**config.mk**
```make
export PLATFORM = sky130hd
export DESIGN_NAME = uart_tx_arbiter
export DESIGN_NICKNAME = d
export VERILOG_FILES = /design/src/rtl/uart_arb_pkg.sv /design/src/rtl/uart_rr_picker.sv /design/src/rtl/uart_tx_arbiter.sv
export SDC_FILE = /design/constraint.sdc
export NUM_CORES = 1
export LEC_CHECK = 0
export CAP_MARGIN = 20
export CORE_ASPECT_RATIO = 0.7
export CORE_UTILIZATION = 42
export DETAILED_ROUTE_END_ITERATION = 8
export PLACE_DENSITY = 0.84
export SLEW_MARGIN = 10
export SYNTH_ARGS = -nofsm -noshare
export SYNTH_HDL_FRONTEND = slang
export SYNTH_SLANG_ARGS = --single-unit
```
**constraint.sdc**
```tcl
create_clock -name clk -period 2.4 [get_ports clk]
set_input_delay 0.36 -clock clk [delete_from_list [all_inputs] [get_ports clk]]
set_output_delay 0.36 -clock clk [all_outputs]
set_load 0.01 [all_outputs]
```
**src/rtl/uart_arb_pkg.sv**
```systemverilog
// Shared types and helpers for the UART transmitter arbiter.
// The optional packet-lock feature is enabled by defining UART_ARB_PKT_LOCK_EN.
package uart_arb_pkg;

  typedef enum logic [2:0] {
    ST_IDLE,
    ST_GRANT,
    ST_START,
    ST_WAIT_ACK,
    ST_WAIT_DONE
  } arb_state_e;

  localparam int N_REQ_MAX = 8;

  // Width of a requester index; never narrower than one bit.
  function automatic int id_w(input int n);
    return (n > 2) ? $clog2(n) : 1;
  endfunction

endpackage

```
**src/rtl/uart_rr_picker.sv**
```systemverilog
// Combinational rotate-priority encoder: the first valid requester at or after
// (ptr+1) mod N_REQ wins, wrapping around so ptr itself is checked last.
module uart_rr_picker #(
  parameter int N_REQ = 4,
  parameter int IW    = 2
) (
  input  logic [N_REQ-1:0] req_valid,
  input  logic [IW-1:0]    ptr,
  output logic             any,
  output logic [IW-1:0]    w
);

  logic [IW-1:0] idx;

  always_comb begin
    any = 1'b0;
    w   = '0;
    idx = '0;
    for (int i = 1; i <= N_REQ; i++) begin
      idx = IW'((int'(ptr) + i) % N_REQ);
      if (!any && req_valid[idx]) begin
        any = 1'b1;
        w   = idx;
      end
    end
  end

endmodule

```
**src/rtl/uart_tx_arbiter.sv**
```systemverilog
// Round-robin arbiter sharing one UART transmitter among N_REQ byte producers.
// Defining UART_ARB_PKT_LOCK_EN keeps the grant on one requester until req_last.
module uart_tx_arbiter
  import uart_arb_pkg::*;
#(
  parameter int N_REQ       = 4,
  parameter int DATA_W      = 8,
  parameter int ACK_TIMEOUT = 8
) (
  input  logic                    clk,
  input  logic                    rst_n,
  input  logic [N_REQ-1:0]        req_valid,
  input  logic [N_REQ*DATA_W-1:0] req_data,
  input  logic [N_REQ-1:0]        req_last,
  output logic [N_REQ-1:0]        req_ready,
  output logic                    tx_start,
  output logic [DATA_W-1:0]       tx_data,
  input  logic                    tx_busy,
  output logic [id_w(N_REQ)-1:0]  grant_id,
  output logic                    arb_busy,
  output logic                    ack_err
);

  localparam int IW = id_w(N_REQ);
  localparam int CW = $clog2(ACK_TIMEOUT + 1);

  // Handshake: a requester holds req_valid and its data until it sees
  // valid & ready at a rising edge; req_ready is registered and one-hot,
  // high only during the single GRANT cycle of the chosen requester.

  arb_state_e        state, state_nxt;
  logic [IW-1:0]     ptr;
  logic [IW-1:0]     w;
  logic              any;
  logic [N_REQ-1:0]  cand_valid;
  logic [CW-1:0]     to_cnt;
  logic              accept;
  logic              timeout;
  logic [DATA_W-1:0] sel_data;

`ifdef UART_ARB_PKT_LOCK_EN
  logic pkt_lock;

  // While a packet is open only the owner (ptr) may win.
  assign cand_valid = pkt_lock ? (req_valid & (N_REQ'(1) << ptr)) : req_valid;

  always_ff @(posedge clk or negedge rst_n) begin
    if (!rst_n) begin
      pkt_lock <= 1'b0;
    end else if (timeout) begin
      pkt_lock <= 1'b0;
    end else if (accept) begin
      pkt_lock <= ~req_last[grant_id];
    end
  end
`else
  logic last_unused;

  assign cand_valid  = req_valid;
  assign last_unused = ^req_last;
`endif

  uart_rr_picker #(
    .N_REQ (N_REQ),
    .IW    (IW)
  ) u_picker (
    .req_valid (cand_valid),
    .ptr       (ptr),
    .any       (any),
    .w         (w)
  );

  always_comb begin
    sel_data = '0;
    for (int i = 0; i < N_REQ; i++) begin
      if (grant_id == IW'(i)) sel_data = req_data[i*DATA_W +: DATA_W];
    end
  end

  // A requester that dropped valid during GRANT is not consumed.
  assign accept  = (state == ST_GRANT) && req_valid[grant_id];
  assign timeout = (state == ST_WAIT_ACK) && !tx_busy &&
                   (to_cnt == CW'(ACK_TIMEOUT - 1));

  always_comb begin
    state_nxt = state;
    case (state)
      ST_IDLE:      if (any) state_nxt = ST_GRANT;
      ST_GRANT:     state_nxt = accept ? ST_START : ST_IDLE;
      ST_START:     state_nxt = ST_WAIT_ACK;
      ST_WAIT_ACK: begin
        if (tx_busy)      state_nxt = ST_WAIT_DONE;
        else if (timeout) state_nxt = ST_IDLE;
      end
      ST_WAIT_DONE: if (!tx_busy) state_nxt = ST_IDLE;
      default:      state_nxt = ST_IDLE;
    endcase
  end

  always_ff @(posedge clk or negedge rst_n) begin
    if (!rst_n) begin
      state     <= ST_IDLE;
      ptr       <= IW'(N_REQ - 1);
      grant_id  <= '0;
      req_ready <= '0;
      tx_data   <= '0;
      to_cnt    <= '0;
    end else begin
      state <= state_nxt;
      if (state == ST_IDLE && any) begin
        ptr       <= w;
        grant_id  <= w;
        req_ready <= N_REQ'(1) << w;
      end else begin
        req_ready <= '0;
      end
      if (accept) tx_data <= sel_data;
      // Cleared in START so the count begins fresh on entering WAIT_ACK.
      if (state == ST_START) begin
        to_cnt <= '0;
      end else if (state == ST_WAIT_ACK && !tx_busy) begin
        to_cnt <= to_cnt + CW'(1);
      end
    end
  end

  assign tx_start = (state == ST_START);
  assign arb_busy = (state != ST_IDLE);
  assign ack_err  = timeout;

endmodule

```
==> results of run 1 <==
==> cell usage after synthesis, drive strengths merged <==
cell type  number  area, µm²
a21boi          1       7.51
a21o            3       22.5
a21oi           5       25.0
a22o            5       43.8
and2            1       6.26
and2b           3       25.0
and3b           1       8.76
buf             2       18.8
clkbuf          1       5.00
dfrtp          21        526
dfstp           2       52.6
ha              1       12.5
mux2           12        165
mux2i           1       10.0
mux4            9        233
nand2           6       38.8
nand2b          3       18.8
nand3b          1       7.51
nand4b          1       8.76
nor2            5       18.8
nor2b           4       25.0
nor3            1       5.00
nor3b           3       22.5
nor4            2       27.5
o21ai           2       10.0
o221ai          1       8.76
o31ai           1       7.51
or2             2       15.0
or3             1       11.3
==> metal layers <==
| layer | wire length, µm | GRT usage, % | part of all wire [%] |
|---|---|---|---|
| met2 | 1710 | 34.8 | 54 |
| met3 | 106 | 5.32 | 3.3 |
| met1 | 1320 | 23.1 | 42 |
| met4 | 35 | 5.00 | 1.1 |
| met5 | 0 | 0 | 0 |
==> cell usage in the layout (no fill, tap or decap), drive strengths merged <==
cell type | Yosys | final
o31ai | 1 | 1
nor2 | 5 | 5
a21oi | 5 | 5
mux4 | 9 | 9
nand4b | 1 | 1
a21boi | 1 | 1
and3b | 1 | 1
clkbuf | 1 | 3
or2 | 2 | 2
ha | 1 | 1
and2b | 3 | 3
mux2i | 1 | 1
o221ai | 1 | 1
o21ai | 2 | 2
dfstp | 2 | 2
nor3 | 1 | 1
clkinv | 0 | 1
nand2 | 6 | 6
and2 | 1 | 1
buf | 2 | 2
mux2 | 12 | 12
a22o | 5 | 5
nand2b | 3 | 3
clkdlybuf4s50 | 0 | 55
dfrtp | 21 | 21
nor2b | 4 | 4
or3 | 1 | 1
nand3b | 1 | 1
nor3b | 3 | 3
nor4 | 2 | 2
a21o | 3 | 3
==> sequential cells by signal, summed over array words and instances, names as in the netlist <==
signal     count
to_cnt         4
state          3
tx_data        8
grant_id       2
req_ready      4
ptr            2
==> layout make-up <==
class / instances / area [µm²]
Fill cell: 246 / 1130
Timing Repair Buffer: 57 / 566
Multi-Input combinational cell: 75 / 785
Clock buffer: 3 / 41.3
Tap cell: 38 / 47.5
Clock inverter: 1 / 5.00
Sequential cell: 23 / 578
==> logic make-up after synthesis <==
kind of cell	Yosys count
and+or+nand+nor	34
DFF	23
muxes	22
AOI/OAI and AO/OA	18
buffers and inverters	3
adders and majority gates	1
==> critical path: stages, from the launching register on <==
cell             delay [ns]
dfrtp_1                0.52
and2b_1                0.32
nand3b_1               0.11
nor2_1                 0.10
clkdlybuf4s50_1        0.53
==> final timing paths <==
kind,slack [ns],cells past startpoint,endpoint
max in group asynchronous,1.45,2,tx_data[1]
hold / removal,0.40,1,req_ready[0]
setup reg to reg,0.69,4,tx_data[0]
hold reg to reg,0.52,1,tx_data[7]
min in group clk,0.52,1,tx_data[7]
setup / recovery,0.19,4,ack_err
==> power groups by stage <==
| stage | Sequential (mW) | Clock [mW] | Combinational [mW] |
|---|---|---|---|
| after global routing | 0.795 | 0.267 | 1.33 |
| final | 0.768 | 0.242 | 1.24 |
| after detailed placement | 0.774 | 0 | 1.24 |
| after CTS | 0.766 | 0.250 | 1.25 |
| after floorplan | 0.752 | 0 | 0.831 |
| after global placement | 0.761 | 0 | 1.20 |
==> impl_results.md, run 1 <==
* Worst-path maximum fanout at 11
* Gr ovfl total at 0
* Hold Worst Slack at 0.398 ns
* Min Tclk post-route at 2.21 ns
* Mean Syn Cell Area at 13.7 µm²
* Outcome: finished with violations
* Sequential power share at 34.1%
* Post-route core utilization at 64.2%
* Starting Density at 44.0%
* Placed Instance Area at 1980 µm²
* Mapped Cells at 101
* Critical path startpoint category: flop
* Worst vdd ir at 0.565 mV
* Post-synthesis sequential area ratio at 41.7%
* Arrival time at the worst endpoint at 1.85 ns
* HPWL after DPL at 2550 µm
* Sink Count at 23
* Routed length per instance at 16.1 µm
* Placed insts at 193
* Synth-to-Final Area Change at 45.8%
* Syn. warnings at 0
* Total power at 2.25 mW
* Yosys reg bits at 23
* RSZ-0062 raised after global routing: false
* Post_cts resized at 0
* Setup crit end kind: output port
* Comb power frac at 55.1%
* Sw power at 768 µW
* Cts bufs inserted at 3
* Mapped Area at 1390 µm²
* Setup Skew at 0.00437 ns
* Post-CTS setup buffers at 0
* Routed WL at 3180 µm
* Clk pin slew, worst setup/hold paths at 0.08 ns
* Max-cap viol count at 0
* CORE AREA at 3150 µm²
* Least-Margin Pin Slew at 0.470 ns
* Clk buf depth at 2
* PortBufs at 55
* Worst r2r src: grant_id[1]
* Largest net degree at the start of global routing at 14
* Iteration-0 DRC Markers at 51
* Largest family of logic cells by synthesized area: multiplexers
* Height of the chip at 50.1 µm
* Global-route wire length before repair at 5160 µm
* Pre-Repair DR Iteration Count at 7
* Clk network pwr share at 10.7%
* Post-place setup slack at 0.267 ns
* Placer Congestion at 0.899
* Gr usage total at 19.4%
* Total number of vias at 1064
* Max Fclk at 452 MHz
* Die area at 3540 µm²
* Setup ws final at 0.190 ns
* Share of post-route cells with drive strength above 1 at 17.0%
* Die X at 70.7 µm
* Vias in the first global route at 1049
* Antenna violations before repair at 0
* Pint at 1.48 mW
* Antenna viol nets, final at 0
* Pwr dens at 1110 nW/µm²
* Post-Synth Adder-Cell Area at 0.903%
* Cell Count, Final, Fillers Out at 197
* N_diodes at 0
* Worst path required time at 2.04 ns
* Nets at 204
* CTS Hold Bufs at 0
* Post-route setup TNS at 0 ns
* Fin. Hold Viols at 0
* Final worst-path cycle share at 92.1%
* Io pins at 60
* Final Max Slew Viols at 0
* Crit path kind: flop to output port
* Root buf cell: clkbuf_8
* Syn_nets at 145
* Max_slew headroom at 68.6%
* Launch point of the worst path: state[0]
* Hold WC Path Type: input port to asynchronous set/reset pin
* Post-synthesis simple-gate area fraction at 17.2%
* Final Cell Area at 2020 µm²
* Clk_lat worst skew at 0.27 ns
* Sw Ratio at 34.1%
* Number of cell rows at 17
* Synth Area in Compound Gates at 9.03%
* CTS tree: built
* CTS HTree Levels at 1
* DRC viols at 3
* Post-synthesis mux area share at 29.4%
* Setup Viol. Count Final at 0
* DR vias/cell at 5.40
* Violated checks: DRC
* Distinct cells, synth at 36
* P_leak at 0.857 nW
* Post-synthesis xor/xnor area fraction at 0%
Note: power is estimated with default switching activity, not from simulation.
==> run 2, diff against run 1 <==
--- a/config.mk
+++ b/config.mk
@@ -7,6 +7,7 @@
 export LEC_CHECK = 0
 export CAP_MARGIN = 20
 export CORE_ASPECT_RATIO = 0.7
+export CORE_MARGIN = 8
 export CORE_UTILIZATION = 42
 export DETAILED_ROUTE_END_ITERATION = 8
 export PLACE_DENSITY = 0.84
==> run 2 against run 1 <==
  * Clock power decreased by 3%
  * Utilization about the same
  * First-iteration DRC count increased by 73%
  * Combinational power about the same
  * Total power increased by 0.31%
  * The run now ends clean
  * Register-to-register slack improved by 0.02 ns
  * Die area increased by 53%
  * Routed wire length increased by 15%
  * Largest cell class unchanged
  * Final area about the same
==> impl_results.md, run 2 (synthesis gave the netlist of run 1 again) <==
* Total number of vias at 1078 (was 1064)
* Biggest register: tx_data (unchanged)
* Placed insts at 193 (unchanged)
* Placer Congestion at 0.877 (was 0.899)
* HPWL after DPL at 3100 µm (was 2550 µm)
* Gr usage total at 13.9% (was 19.4%)
* Vias in the first global route at 1216 (was 1049)
* Synth-to-Final Area Change at 45.8% (about the same)
* Final Max Slew Viols at 0 (unchanged)
* Worst-path maximum fanout at 11 (unchanged)
* Comb power frac at 55.2% (was 55.1%)
* Crit path kind: flop to output port (unchanged)
* Root buf cell: clkbuf_8 (unchanged)
* Pre-Repair DR Iteration Count at 4 (was 7)
* Clk buf depth at 2 (unchanged)
* Post-place setup slack at 0.264 ns (was 0.267 ns)
* Max incr delay on CP at 0.54 ns (was 0.53 ns)
* Top flop regs: tx_data: 8 flops, req_ready: 4 flops, to_cnt: 4 flops (unchanged)
* Share of post-route cells with drive strength above 1 at 16.4% (was 17.0%)
* Post_cts resized at 0 (unchanged)
* Sw power at 772 µW (was 768 µW)
* Fin. Hold Viols at 0 (unchanged)
* Max-cap viol count at 0 (unchanged)
* Sink Count at 23 (unchanged)
* Worst vdd ir at 0.538 mV (was 0.565 mV)
* P_leak at 0.854 nW (was 0.857 nW)
* Clk_lat worst skew at 0.26 ns (was 0.27 ns)
* Pint at 1.48 mW (about the same)
* Setup crit end kind: output port (unchanged)
* Clk network pwr share at 10.4% (was 10.7%)
* Sequential power share at 34.3% (was 34.1%)
* Number of cell rows at 17 (unchanged)
* Gr ovfl total at 0 (unchanged)
* Clk pin slew, worst setup/hold paths at 0.08 ns (about the same)
* Antenna viol nets, final at 0 (unchanged)
* CORE AREA at 3150 µm² (unchanged)
* Iteration-0 DRC Markers at 88 (was 51)
* Leading cell type in the layout, fill and taps excluded: clkdlybuf4s50_1 (unchanged)
* Die area at 5420 µm² (was 3540 µm²)
* Max Fclk at 446 MHz (was 452 MHz)
* Outcome: finished, final reports clean (was finished with violations)
* CTS HTree Levels at 1 (unchanged)
* Routed length per instance at 18.5 µm (was 16.1 µm)
* Post-CTS setup buffers at 0 (unchanged)
* Final Cell Area at 2020 µm² (about the same)
* Setup Viol. Count Final at 0 (unchanged)
* CP max stage cell: clkdlybuf4s50_1 (unchanged)
* Worst path required time at 2.04 ns (about the same)
* Largest net degree at the start of global routing at 15 (was 14)
* Most frequent cells in the layout: clkdlybuf4s50_1 (55), dfrtp_1 (21), mux4_1 (8), mux2_4 (8) (unchanged)
* Pwr dens at 1120 nW/µm² (was 1110 nW/µm²)
* Starting Density at 44.0% (unchanged)
* Antenna violations before repair at 0 (unchanged)
* Cts bufs inserted at 3 (unchanged)
* Final worst-path cycle share at 93.4% (was 92.1%)
* Max_slew headroom at 66.5% (was 68.6%)
* Arrival time at the worst endpoint at 1.88 ns (was 1.85 ns)
* Max reg flops at 8 (unchanged)
* CP Cell Sequence: and2b_1 > nand3b_1 > nor2_1 > clkdlybuf4s50_1 (unchanged)
* Critical path startpoint category: flop (unchanged)
* Placed Instance Area at 1980 µm² (unchanged)
* Post-route setup TNS at 0 ns (unchanged)
* Post-route core utilization at 64.2% (about the same)
* Sw Ratio at 34.2% (was 34.1%)
* Global-route wire length before repair at 6040 µm (was 5160 µm)
* Io pins at 60 (unchanged)
* Least-Margin Pin Slew at 0.498 ns (was 0.470 ns)
* Setup Skew at 0.00391 ns (was 0.00437 ns)
* Setup ws final at 0.158 ns (was 0.190 ns)
* N_diodes at 0 (unchanged)
* Hold WC Path Type: input port to asynchronous set/reset pin (unchanged)
* Cell Count, Final, Fillers Out at 197 (unchanged)
* DR vias/cell at 5.47 (was 5.40)
* Nets at 204 (unchanged)
* Min Tclk post-route at 2.24 ns (was 2.21 ns)
* Die X at 84.7 µm (was 70.7 µm)
* Height of the chip at 64.1 µm (was 50.1 µm)
* CTS Hold Bufs at 0 (unchanged)
* Routed WL at 3650 µm (was 3180 µm)
* DRC viols at 0 (was 3)
* CTS tree: built (unchanged)
* RSZ-0062 raised after global routing: false (unchanged)
* PortBufs at 55 (unchanged)
==> run 2: cell types whose count changed in the layout (fill, tap and decap cells not counted), sizes merged <==
cell / previous run / this run
clkinv: 1 / 0
clkbuf: 3 / 4
==> run 2: cell type report <==
class                      instances  area [µm²]
fill                             253        1130
multi-input combinational         75         785
sequential                        23         578
timing repair buffer              57         566
tap                               38        47.5
clock buffer                       4        45.0
==> run 2: power by group through the flow <==
stage          Sequential (mW)  Clock [mW]  Combinational [mW]
2_1_floorplan            0.752           0               0.831
3_3_place_gp             0.762           0                1.21
3_5_place_dp             0.780           0                1.26
4_1_cts                  0.775       0.240                1.26
5_1_grt                  0.809       0.264                1.34
6_report                 0.775       0.235                1.25
==> run 2: metal layers <==
metal  up-vias  track usage (%)  routed length, µm
li1        509                -                  -
met1       536             15.0               1390
met2        29             26.1               2030
met3         4             4.34                168
met4         0             3.09                 56
met5         -                0                  0
==> run 2: critical path: cells and delay by family (launching register included) <==
family / cells / cell delay, ns
buf+inv: 1 / 0.54
flops: 1 / 0.53
simple gates: 3 / 0.54
==> run 2: worst paths after layout <==
path	startpoint	to	slack [ns]	cells after the start
max reg2reg	grant_id[1]	tx_data[5]	0.71	4
min	rst_n	req_ready[1]	0.40	1
max	state[0]	ack_err	0.16	4
max in group asynchronous	rst_n	to_cnt[0]	1.45	2
min in group clk	tx_data[0]	tx_data[0]	0.52	1
min reg2reg	tx_data[0]	tx_data[0]	0.52	1
==> run 2: through the flow <==
stage / power (mW) / hold slack [ns]
floorplan: 1.58 / 0.0644
global placement: 1.98 / 0.495
detailed placement: 2.04 / 0.499
CTS: 2.28 / 0.411
global route: 2.42 / 0.432
finish: 2.26 / 0.404
==> run 3, diff against run 2 <==
--- a/config.mk
+++ b/config.mk
@@ -5,10 +5,11 @@
 export SDC_FILE = /design/constraint.sdc
 export NUM_CORES = 1
 export LEC_CHECK = 0
+export ABC_AREA = 1
 export CAP_MARGIN = 20
 export CORE_ASPECT_RATIO = 0.7
 export CORE_MARGIN = 8
-export CORE_UTILIZATION = 42
+export CORE_UTILIZATION = 44
 export DETAILED_ROUTE_END_ITERATION = 8
 export PLACE_DENSITY = 0.84
 export SLEW_MARGIN = 10
==> run 3 against run 2 <==
  * First-iteration DRC count increased by 8.0%
  * Clock power increased by 2%
  * Total power increased by 19%
  * Count of clock-buffer cells in the layout unchanged
  * Via count increased by 53%
  * Utilization decreased by 0.21 points
  * Non-clock buffer count increased by 2
  * Sequential power decreased by 4.8%
  * Sequential share of layout area decreased by 2.7 points
  * Area after synthesis increased by 15%
  * Final area increased by 11%
  * Critical endpoint unchanged
  * Highest routed layer unchanged
==> impl_results.md, run 3 <==
* CORE AREA at 3490 µm² (was 3150 µm²)
* FF-to-FF path depth at 7 (was 4)
* Most common flop cell mapped by yosys: dfrtp_1 (unchanged)
* Largest net degree at the start of global routing at 24 (was 15)
* Height of the chip at 66.4 µm (was 64.1 µm)
* Syn. warnings at 0 (unchanged)
* Top-count cell post-synth: nand2_1 (was dfrtp_1)
* CP Cell Sequence: inv_1 > nor3_1 > nand2_1 > nor4_2 > clkdlybuf4s50_1 (was and2b_1 > nand3b_1 > nor2_1 > clkdlybuf4s50_1)
* Crit path kind: flop to output port (unchanged)
* Worst path required time at 2.04 ns (about the same)
* Mapped Cells at 223 (was 101)
* Setup Skew at 0.00311 ns (was 0.00391 ns)
* Setup ws final at 0.204 ns (was 0.158 ns)
* Post-route setup TNS at 0 ns (unchanged)
* Synth top cells by count: nand2_1 (57), nand3_1 (33), inv_1 (28) (was dfrtp_1 (21), mux2_4 (8), mux4_1 (8))
* CTS tree: built (unchanged)
* Max incr delay on CP at 0.57 ns (was 0.54 ns)
* DR vias/cell at 5.03 (was 5.47)
* Number of synthesized flops with an enable pin at 0 (unchanged)
* Gr usage total at 15.6% (was 13.9%)
* Layout fillers at 326 (was 253)
* Clk buf depth at 2 (unchanged)
* Die X at 88.0 µm (was 84.7 µm)
* Hold WC Path Type: input port to asynchronous set/reset pin (unchanged)
* Total number of vias at 1654 (was 1078)
* Mean Syn Cell Area at 7.16 µm² (was 13.7 µm²)
* N_diodes at 0 (unchanged)
* Vias in the first global route at 1554 (was 1216)
* Gr ovfl total at 0 (unchanged)
* Post-place setup slack at 0.244 ns (was 0.264 ns)
* Area of the multi-input gates at 827 µm² (was 785 µm²)
* Mapped Area at 1600 µm² (was 1390 µm²)
* Yosys top cell area share at 32.9% (was 37.9%)
* Min Tclk post-route at 2.20 ns (was 2.24 ns)
* Final Max Slew Viols at 0 (unchanged)
* Number of cell rows at 18 (was 17)
* CP max stage cell: clkdlybuf4s50_1 (unchanged)
* HPWL after DPL at 3400 µm (was 3100 µm)
* Top flop regs: tx_data: 8 flops, req_ready: 4 flops, to_cnt: 4 flops (unchanged)
* P_leak at 1.06 nW (was 0.854 nW)
* Setup Viol. Count Final at 0 (unchanged)
* Synth Area in Compound Gates at 6.66% (was 9.03%)
* Post-synthesis mux area share at 0% (was 29.4%)
* Fin. Hold Viols at 0 (unchanged)
* Outcome: finished, final reports clean (unchanged)
* Setup crit end kind: output port (unchanged)
* Die area at 5840 µm² (was 5420 µm²)
* Area leader, netlist: dfrtp_1 (unchanged)
* Hold Worst Slack at 0.440 ns (was 0.404 ns)
* Synth-to-Final Area Change at 39.9% (was 45.8%)
* Distinct cells, synth at 30 (was 36)
* Pre-Repair DR Iteration Count at 4 (unchanged)
* Share of post-route cells with drive strength above 1 at 13.3% (was 16.4%)
* Root buf cell: clkbuf_8 (unchanged)
* Nets at 324 (was 204)
* Iteration-0 DRC Markers at 95 (was 88)
* Post-synthesis sequential area ratio at 36.2% (was 41.7%)
* Critical path startpoint category: flop (unchanged)
* Least-Margin Pin Slew at 0.519 ns (was 0.498 ns)
* Antenna viol nets, final at 0 (unchanged)
* Io pins at 60 (unchanged)
* Most frequent cells in the layout: nand2_1 (57), clkdlybuf4s50_1 (55), nand3_1 (33), inv_1 (28), dfrtp_1 (21) (was clkdlybuf4s50_1 (55), dfrtp_1 (21), mux4_1 (8), mux2_4 (8))
* Total power at 2.69 mW (was 2.26 mW)
* Routed length per instance at 13.3 µm (was 18.5 µm)
* Clk pin slew, worst setup/hold paths at 0.08 ns (about the same)
* Max reg flops at 8 (unchanged)
* Post-route core utilization at 64.0% (was 64.2%)
* Clk_lat worst skew at 0.26 ns (about the same)
* CTS HTree Levels at 1 (unchanged)
* Largest family of logic cells by synthesized area: simple AND/OR/NAND/NOR gates (was multiplexers)
* Max Fclk at 455 MHz (was 446 MHz)
* Starting Density at 45.7% (was 44.0%)
* Antenna violations before repair at 0 (unchanged)
* Pwr dens at 1200 nW/µm² (was 1120 nW/µm²)
* Routed WL at 4390 µm (was 3650 µm)
* Yosys reg bits at 23 (unchanged)
* Largest cells by area after synthesis: dfrtp_1 (33%), nand2_1 (13%), nand3_1 (10%), inv_1 (6.6%), nand4_1 (4.3%) (was dfrtp_1 (38%), mux4_1 (15%), mux2_4 (8.7%), dfstp_2 (3.8%), mux2_2 (3.2%))
* DRC viols at 0 (unchanged)
* Placer Congestion at 0.856 (was 0.877)
* Worst-path maximum fanout at 4 (was 11)
* Biggest register: tx_data (unchanged)
* Sink Count at 23 (unchanged)
* Max-cap viol count at 0 (unchanged)
* FFs w/ async S/R, synth at 100% (unchanged)
* Post-synthesis xor/xnor area fraction at 0% (unchanged)
* Leading cell type in the layout, fill and taps excluded: nand2_1 (was clkdlybuf4s50_1)
* Cts bufs inserted at 3 (unchanged)
* CTS Hold Bufs at 0 (unchanged)
* Worst vdd ir at 0.645 mV (was 0.538 mV)
* Syn_nets at 267 (was 145)
* Arrival time at the worst endpoint at 1.84 ns (was 1.88 ns)
* Global-route wire length before repair at 7310 µm (was 6040 µm)
* Register area at 578 µm² (unchanged)
* RSZ-0062 raised after global routing: false (unchanged)
* Post-Synth Adder-Cell Area at 0.784% (was 0.903%)
* Final worst-path cycle share at 91.5% (was 93.4%)
* Post-synthesis simple-gate area fraction at 44.0% (was 17.2%)
* Max_slew headroom at 65.4% (was 66.5%)
* PortBufs at 55 (unchanged)
[run 3: cell count changes after synthesis, sizes merged, moves of 4 or more]
cell | before | now
inv | 0 | 34
o21ai | 2 | 14
nand4 | 0 | 11
nand3 | 0 | 36
mux2 | 12 | 0
a22o | 5 | 0
nor2 | 5 | 14
nand2 | 6 | 70
nor2b | 4 | 0
mux4 | 9 | 0
[run 3: routing by layer]
layer | vias up | global-route usage (%) | share of wire, % | routed length (µm)
met1 | 754 | 20.6 | 46 | 2020
met4 | 0 | 1.28 | 0.14 | 6
met5 | - | 0 | 0 | 0
met3 | 2 | 5.46 | 10 | 455
li1 | 844 | - | - | -
met2 | 54 | 24.6 | 44 | 1910
[run 3: report_power, final]
group	switching (mW)	internal (mW)
Sequential	0.178	0.560
Clock	0.121	0.118
Combinational	1.00	0.708
Total	1.30	1.39
[run 3: worst paths after layout]
kind | startpoint | slack [ns] | to
min | rst_n | 0.44 | tx_data[4]
max reg2reg | grant_id[0] | 0.57 | state[1]
min in group clk | to_cnt[2] | 0.53 | to_cnt[2]
max | state[1] | 0.20 | ack_err
max in group asynchronous | rst_n | 1.68 | ptr[0]
min reg2reg | to_cnt[2] | 0.53 | to_cnt[2]
[run 3: cell type report]
| cell class | instances | area share, % |
|---|---|---|
| multi-input combinational | 159 | 37.0 |
| timing repair buffer | 59 | 26.0 |
| sequential | 23 | 25.9 |
| inverter | 34 | 6.27 |
| tap | 50 | 2.80 |
| clock buffer | 4 | 2.02 |
[run 3: cells by family (layout without fill, tap and decap cells)]
group / count (synthesis) / count (layout)
and+or+nand+nor: 139 / 139
buffers and inverters: 41 / 97
AOI/OAI and AO/OA: 19 / 19
adders and majority gates: 1 / 1
DFF: 23 / 23
[run 3: repair_timing]
| item | 4_1_cts | 5_1_grt |
|---|---|---|
| gates resized for setup | 0 | 1 |
| setup buffers | 0 | 2 |
| setup endpoints to repair | 0 | 1 |
[run 3: critical path: cells and delay by family, from the launching register on]
kind	cells	cell delay (ns)
flops	1	0.37
simple gates	3	0.57
buf+inv	2	0.64
[run 3: metrics by stage]
stage / cell area (µm²) / std cells
floorplan: 1600 / 223
global placement: 2170 / 323
detailed placement: 2170 / 323
CTS: 2210 / 327
global route: 2230 / 329
finish: 2230 / 329
==> edit 1: new RTL, flow settings as in run 3 <==
`DATA_W`: 8 -> 6.
--- a/src/rtl/uart_tx_arbiter.sv
+++ b/src/rtl/uart_tx_arbiter.sv
@@ -4,7 +4,7 @@
   import uart_arb_pkg::*;
 #(
   parameter int N_REQ       = 4,
-  parameter int DATA_W      = 8,
+  parameter int DATA_W      = 6,
   parameter int ACK_TIMEOUT = 8
 ) (
   input  logic                    clk,
Interface: changed (resized req_data and tx_data); port bits go from 60 to 50. No check against the original RTL was run, so the function may have changed too.
==> edit 1 against run 3 <==
Cell area decreased by 12%. First-iteration DRC count decreased by 24%. Via count shrank 16%. Maximum frequency is 7.5% higher. Sequential cell count is 2 lower. Hold slack gained 0.94 ps. Non-clock buffer count fell by 11. Largest cell class unchanged. Power decreased by 8.0%. Wire length decreased by 18%. Critical path depth is 2 higher. Synthesized area shrank 11%. Die area is 8.6% lower. Worst setup slack better by 150 ps.
==> edit 1: results (changes against run 3) <==
GRT_START_MAX_NET_PINS=22  # -8.3%
SYNTHTOPCELLSBYCOUNT='nand2_1 (58), inv_1 (20), dfrtp_1 (19)'
GRT_FIRST_PASS_WIRELENGTH_UM=6010  # -18%
MET3ROUTEDLENGTH_UM=289  # -36%
SYNTH_FP_NETS=227  # -15%
ROUTED_MET1_LENGTH_UM=1760  # -13%
DETAILEDPLACEMENTHPWL_UM=2830  # -17%
TIMING.SLEW.HEADROOM_PCT=72.7  # +7.3 points
FILLERS=280  # -14%
N_ALL_BUFFERS=48  # -19%
WORSTPATHMAXFANOUT=3  # -1
YS_TOP_CELLS_BY_AREA='dfrtp_1 (33%), nand2_1 (15%), nand2_4 (6.3%)'
MET3_LAYER_USAGE_REPORTED_BY_GLOBAL_ROUTE_PCT=4.49  # -0.97 points
LAYOUT.NONCLK_BUF_SHARE_PCT=24.0  # -2.0 points
TIMING.RR.START='ptr[0]'
MET2_WIRELENGTH_UM=1530  # -20%
MULTI_INPUT_COMB_CELLS=143  # -10%
TIMING.FINAL.WS_SETUP_PS=356  # +153 ps
REG.LARGEST.LIST='tx_data: 6 flops, req_ready: 4 flops, to_cnt: 4 flops'
SYNTH_ADDER_AREA_SHARE_PCT=0.880  # +0.096 points
FIN_NETS=278  # -14%
REG2REG_SETUP_SLACK_PS=680  # +110 ps
POWER.SHARE.SWITCHING_PCT=48.5  # +0.10 points
POSTROUTEWIRELENGTH_UM=3610  # -18%
CLOCK_SINKS=21  # -8.7%
LEAKAGE_nW=0.955  # -10%
ROUTE.VIAS.TOTAL=1393  # -16%
PRE_CTS_SETUP_SLACK_PS=414  # +170 ps
COMPOUND_GATE_FRACTION_OF_SYNTH_AREA_PCT=10.4  # +3.7 points
FRACTION_OF_AREA_IN_MULTI_INPUT_GATES_PCT=39.2  # +2.1 points
DETAILED_ROUTE_ITER0_VIOLATIONS=72  # -24%
GRT_USE_TOTAL_PCT=13.5  # -2.0 points
SEQ-CELL-SHARE_PCT=26.8  # +0.91 points
IR_WORST_VDD_mV=0.624  # -3.2%
OUTCOME='completed'
GRT_UTIL_MET2_PCT=20.4  # -4.2 points
SYNTH_SEQUENTIAL_AREA_RATIO_PCT=37.1  # +0.91 points
CLKCELLAREAFRAC_PCT=2.35  # +0.33 points
DRV_SLEW=0  # unchanged
PORT_BUFFERS=45  # -18%
TIMING.CRITICAL_PATH.SLOWEST_CELL_DELAY_PS=540  # -30 ps
## edit 1: final timing paths
path	to	depth (start not counted)
max in group asynchronous	ptr[0]	2
hold / removal	tx_data[5]	2
min in group clk	tx_data[0]	2
setup reg to reg	req_ready[1]	10
setup / recovery	ack_err	7
hold reg to reg	tx_data[0]	2
## edit 1: power by group through the flow
stage / sequential, mW / combinational, mW / clock [mW]
finish: 0.633 / 1.61 / 0.228
detailed placement: 0.634 / 1.62 / 0
floorplan: 0.632 / 1.14 / 0
global route: 0.651 / 1.80 / 0.250
CTS: 0.630 / 1.63 / 0.232
global placement: 0.630 / 1.58 / 0
## edit 1: logic make-up (layout without fill, tap and decap cells)
kind of cell               after synthesis  count (layout)
adders and majority gates                1               1
DFF                                     21              21
AOI/OAI and AO/OA                       24              24
and+or+nand+nor                        118             118
buffers and inverters                   27              77
## edit 1: through the flow
stage	hold WS, ps	instances	cell area, um2
floorplan	64.4	191	1420
global placement	472	275	1920
detailed placement	485	275	1920
CTS	453	279	1970
global route	464	279	1970
finish	441	279	1970
==> edit 2: new RTL, config.mk and constraints of run 3 <==
Without the edit above. The 5 states of `arb_state_e` get a one-hot encoding in 5 bits.
--- a/src/rtl/uart_arb_pkg.sv
+++ b/src/rtl/uart_arb_pkg.sv
@@ -2,12 +2,12 @@
 // The optional packet-lock feature is enabled by defining UART_ARB_PKT_LOCK_EN.
 package uart_arb_pkg;
 
-  typedef enum logic [2:0] {
-    ST_IDLE,
-    ST_GRANT,
-    ST_START,
-    ST_WAIT_ACK,
-    ST_WAIT_DONE
+  typedef enum logic [4:0] {
+    ST_IDLE      = 5'b00001,
+    ST_GRANT     = 5'b00010,
+    ST_START     = 5'b00100,
+    ST_WAIT_ACK  = 5'b01000,
+    ST_WAIT_DONE = 5'b10000
   } arb_state_e;
 
   localparam int N_REQ_MAX = 8;
Formal check against the unedited RTL: same outputs for any inputs over 4 cycles, from zero or initial values and one cycle with rst_n low; so few cycles prove little.
==> edit 2 against run 3 <==
Wire length fell by 8.5%. Synthesized area rose by 1.1%. Sequential share of layout area rose by 2.0 points. Clock skew rose by 1.5 ps. Final cell count rose by 4.3%. Sequential cell count rose by 2. Core utilization rose by 0.34 points. Worst setup slack improved by 33 ps. Critical path type unchanged. Highest routed layer unchanged. Power fell by 8.5%. Cell area rose by 1.2%. Synthesized cell count rose by 5.4%.
==> edit 2: results (changes against run 3) <==
WL_CELL_UM=11.7  # -12%
POWER.SHARE.SWITCHING_PCT=46.1  # -2.2 points
GRT_USE_TOTAL_PCT=14.6  # -0.94 points
CRITPATHTOPFAMILY='simple AND/OR/NAND/NOR gates'
REG2REG_SETUP_SLACK_PS=700  # +130 ps
AVGVIACOUNTPERCELL=4.69  # -6.7%
DP.CELLS=339  # +5.0%
CP_DATA_ARRIVAL_TIME_PS=1800  # -40 ps
TIMING.RR.START='ptr[0]'
CRIT_PATH_END='arb_busy'
SYNTH_FP_NETS=279  # +4.5%
POWER.CLOCK.FRACTION_PCT=10.2  # +1.3 points
REG2REG_TO='grant_id[1]'
GRT_START_MAX_NET_PINS=26  # +8.3%
POST_ROUTE_CELLS_DRIVE_ABOVE_1_SHARE_PCT=11.3  # -2.0 points
POWER.SHARE.COMBINATIONAL_PCT=60.0  # -3.6 points
DETAILEDPLACEMENTHPWL_UM=3280  # -3.5%
DETAILED_ROUTE_ITER0_VIOLATIONS=65  # -32%
YS_TOP_CELLS_BY_AREA='dfrtp_1 (34%), nand2_1 (22%), inv_1 (7.4%)'
OUTCOME='completed'
CRITPATHLAUNCH='state[2]'
TIGHTEST_SLEW_PS=537  # +18.2 ps
GRT_FIRST_PASS_WIRELENGTH_UM=6830  # -6.5%
SYNTH.LIB_CELLS_USED.DISTINCT=26  # -13%
TIMING.CRITICAL_PATH.SLOWEST_CELL_DELAY_PS=480  # -90 ps
ROUTE.VIAS.TOTAL=1608  # -2.8%
GPL.FINAL_WEIGHTED_CONGESTION=0.873  # +1.9%
POST_CTS_RESIZE_COUNT=1  # +1
FINAL_CLOCK_SKEW_PS=4.62  # +1.51 ps
IR_WORST_VDD_mV=0.513  # -20%
SYNTH_SEQUENTIAL_AREA_RATIO_PCT=39.0  # +2.8 points
[edit 2: cell types whose count changed after synthesis, moves of 3 or more]
cell	delta
inv_1	+4
o21ai_1	-7
nand2_1	+36
nand3_1	-24
o21ai_0	+9
nor2_1	+3
[edit 2: routing by layer]
layer  up-vias  GRT usage [%]  part of all wire (%)
li1        848              -                     -
met1       697           17.2                    45
met2        61           22.2                    42
met3         2           8.85                    12
met4         0           3.35                  0.47
met5         -              0                     0
[edit 2: stage by stage]
step / power [mW] / util, % / worst slack, ps / hold slack, ps
2_1_floorplan: 1.73 / - / 765 / 64.4
6_report: 2.46 / 64.3 / 237 / 452
5_1_grt: 2.69 / 64.3 / 103 / 474
3_3_place_gp: 2.18 / 63.0 / 183 / 482
4_1_cts: 2.47 / 64.3 / 223 / 461
3_5_place_dp: 2.21 / 63.0 / 174 / 503
[edit 2: area by class of cell]
cell class	count	area (um2)
tap	50	62.6
clock inverter	1	7.51
sequential	25	629
clock buffer	3	41.3
fill	331	1250
timing repair buffer	56	557
multi-input combinational	171	816
inverter	37	146
[edit 2: worst min-delay path by stage]
stage                     depth (start not counted)  startpoint           end  slack, ps
final                                             2       rst_n  req_ready[2]        450
after global routing                              2       rst_n    tx_data[1]        470
after CTS                                         2       rst_n   grant_id[0]        460
after detailed placement                          2      ptr[1]        ptr[1]        500
after global placement                            1   to_cnt[3]     to_cnt[3]        480
after floorplan                                   0       rst_n   grant_id[0]         60
[edit 2: cell families (layout without fill, tap and decap cells)]
logic type | Yosys count | after routing | synth area share (%)
and+or+nand+nor | 149 | 149 | 42.1
AOI/OAI and AO/OA | 21 | 21 | 7.68
DFF | 25 | 25 | 39.0
adders and majority gates | 1 | 1 | 0.775
buffers and inverters | 39 | 97 | 10.5
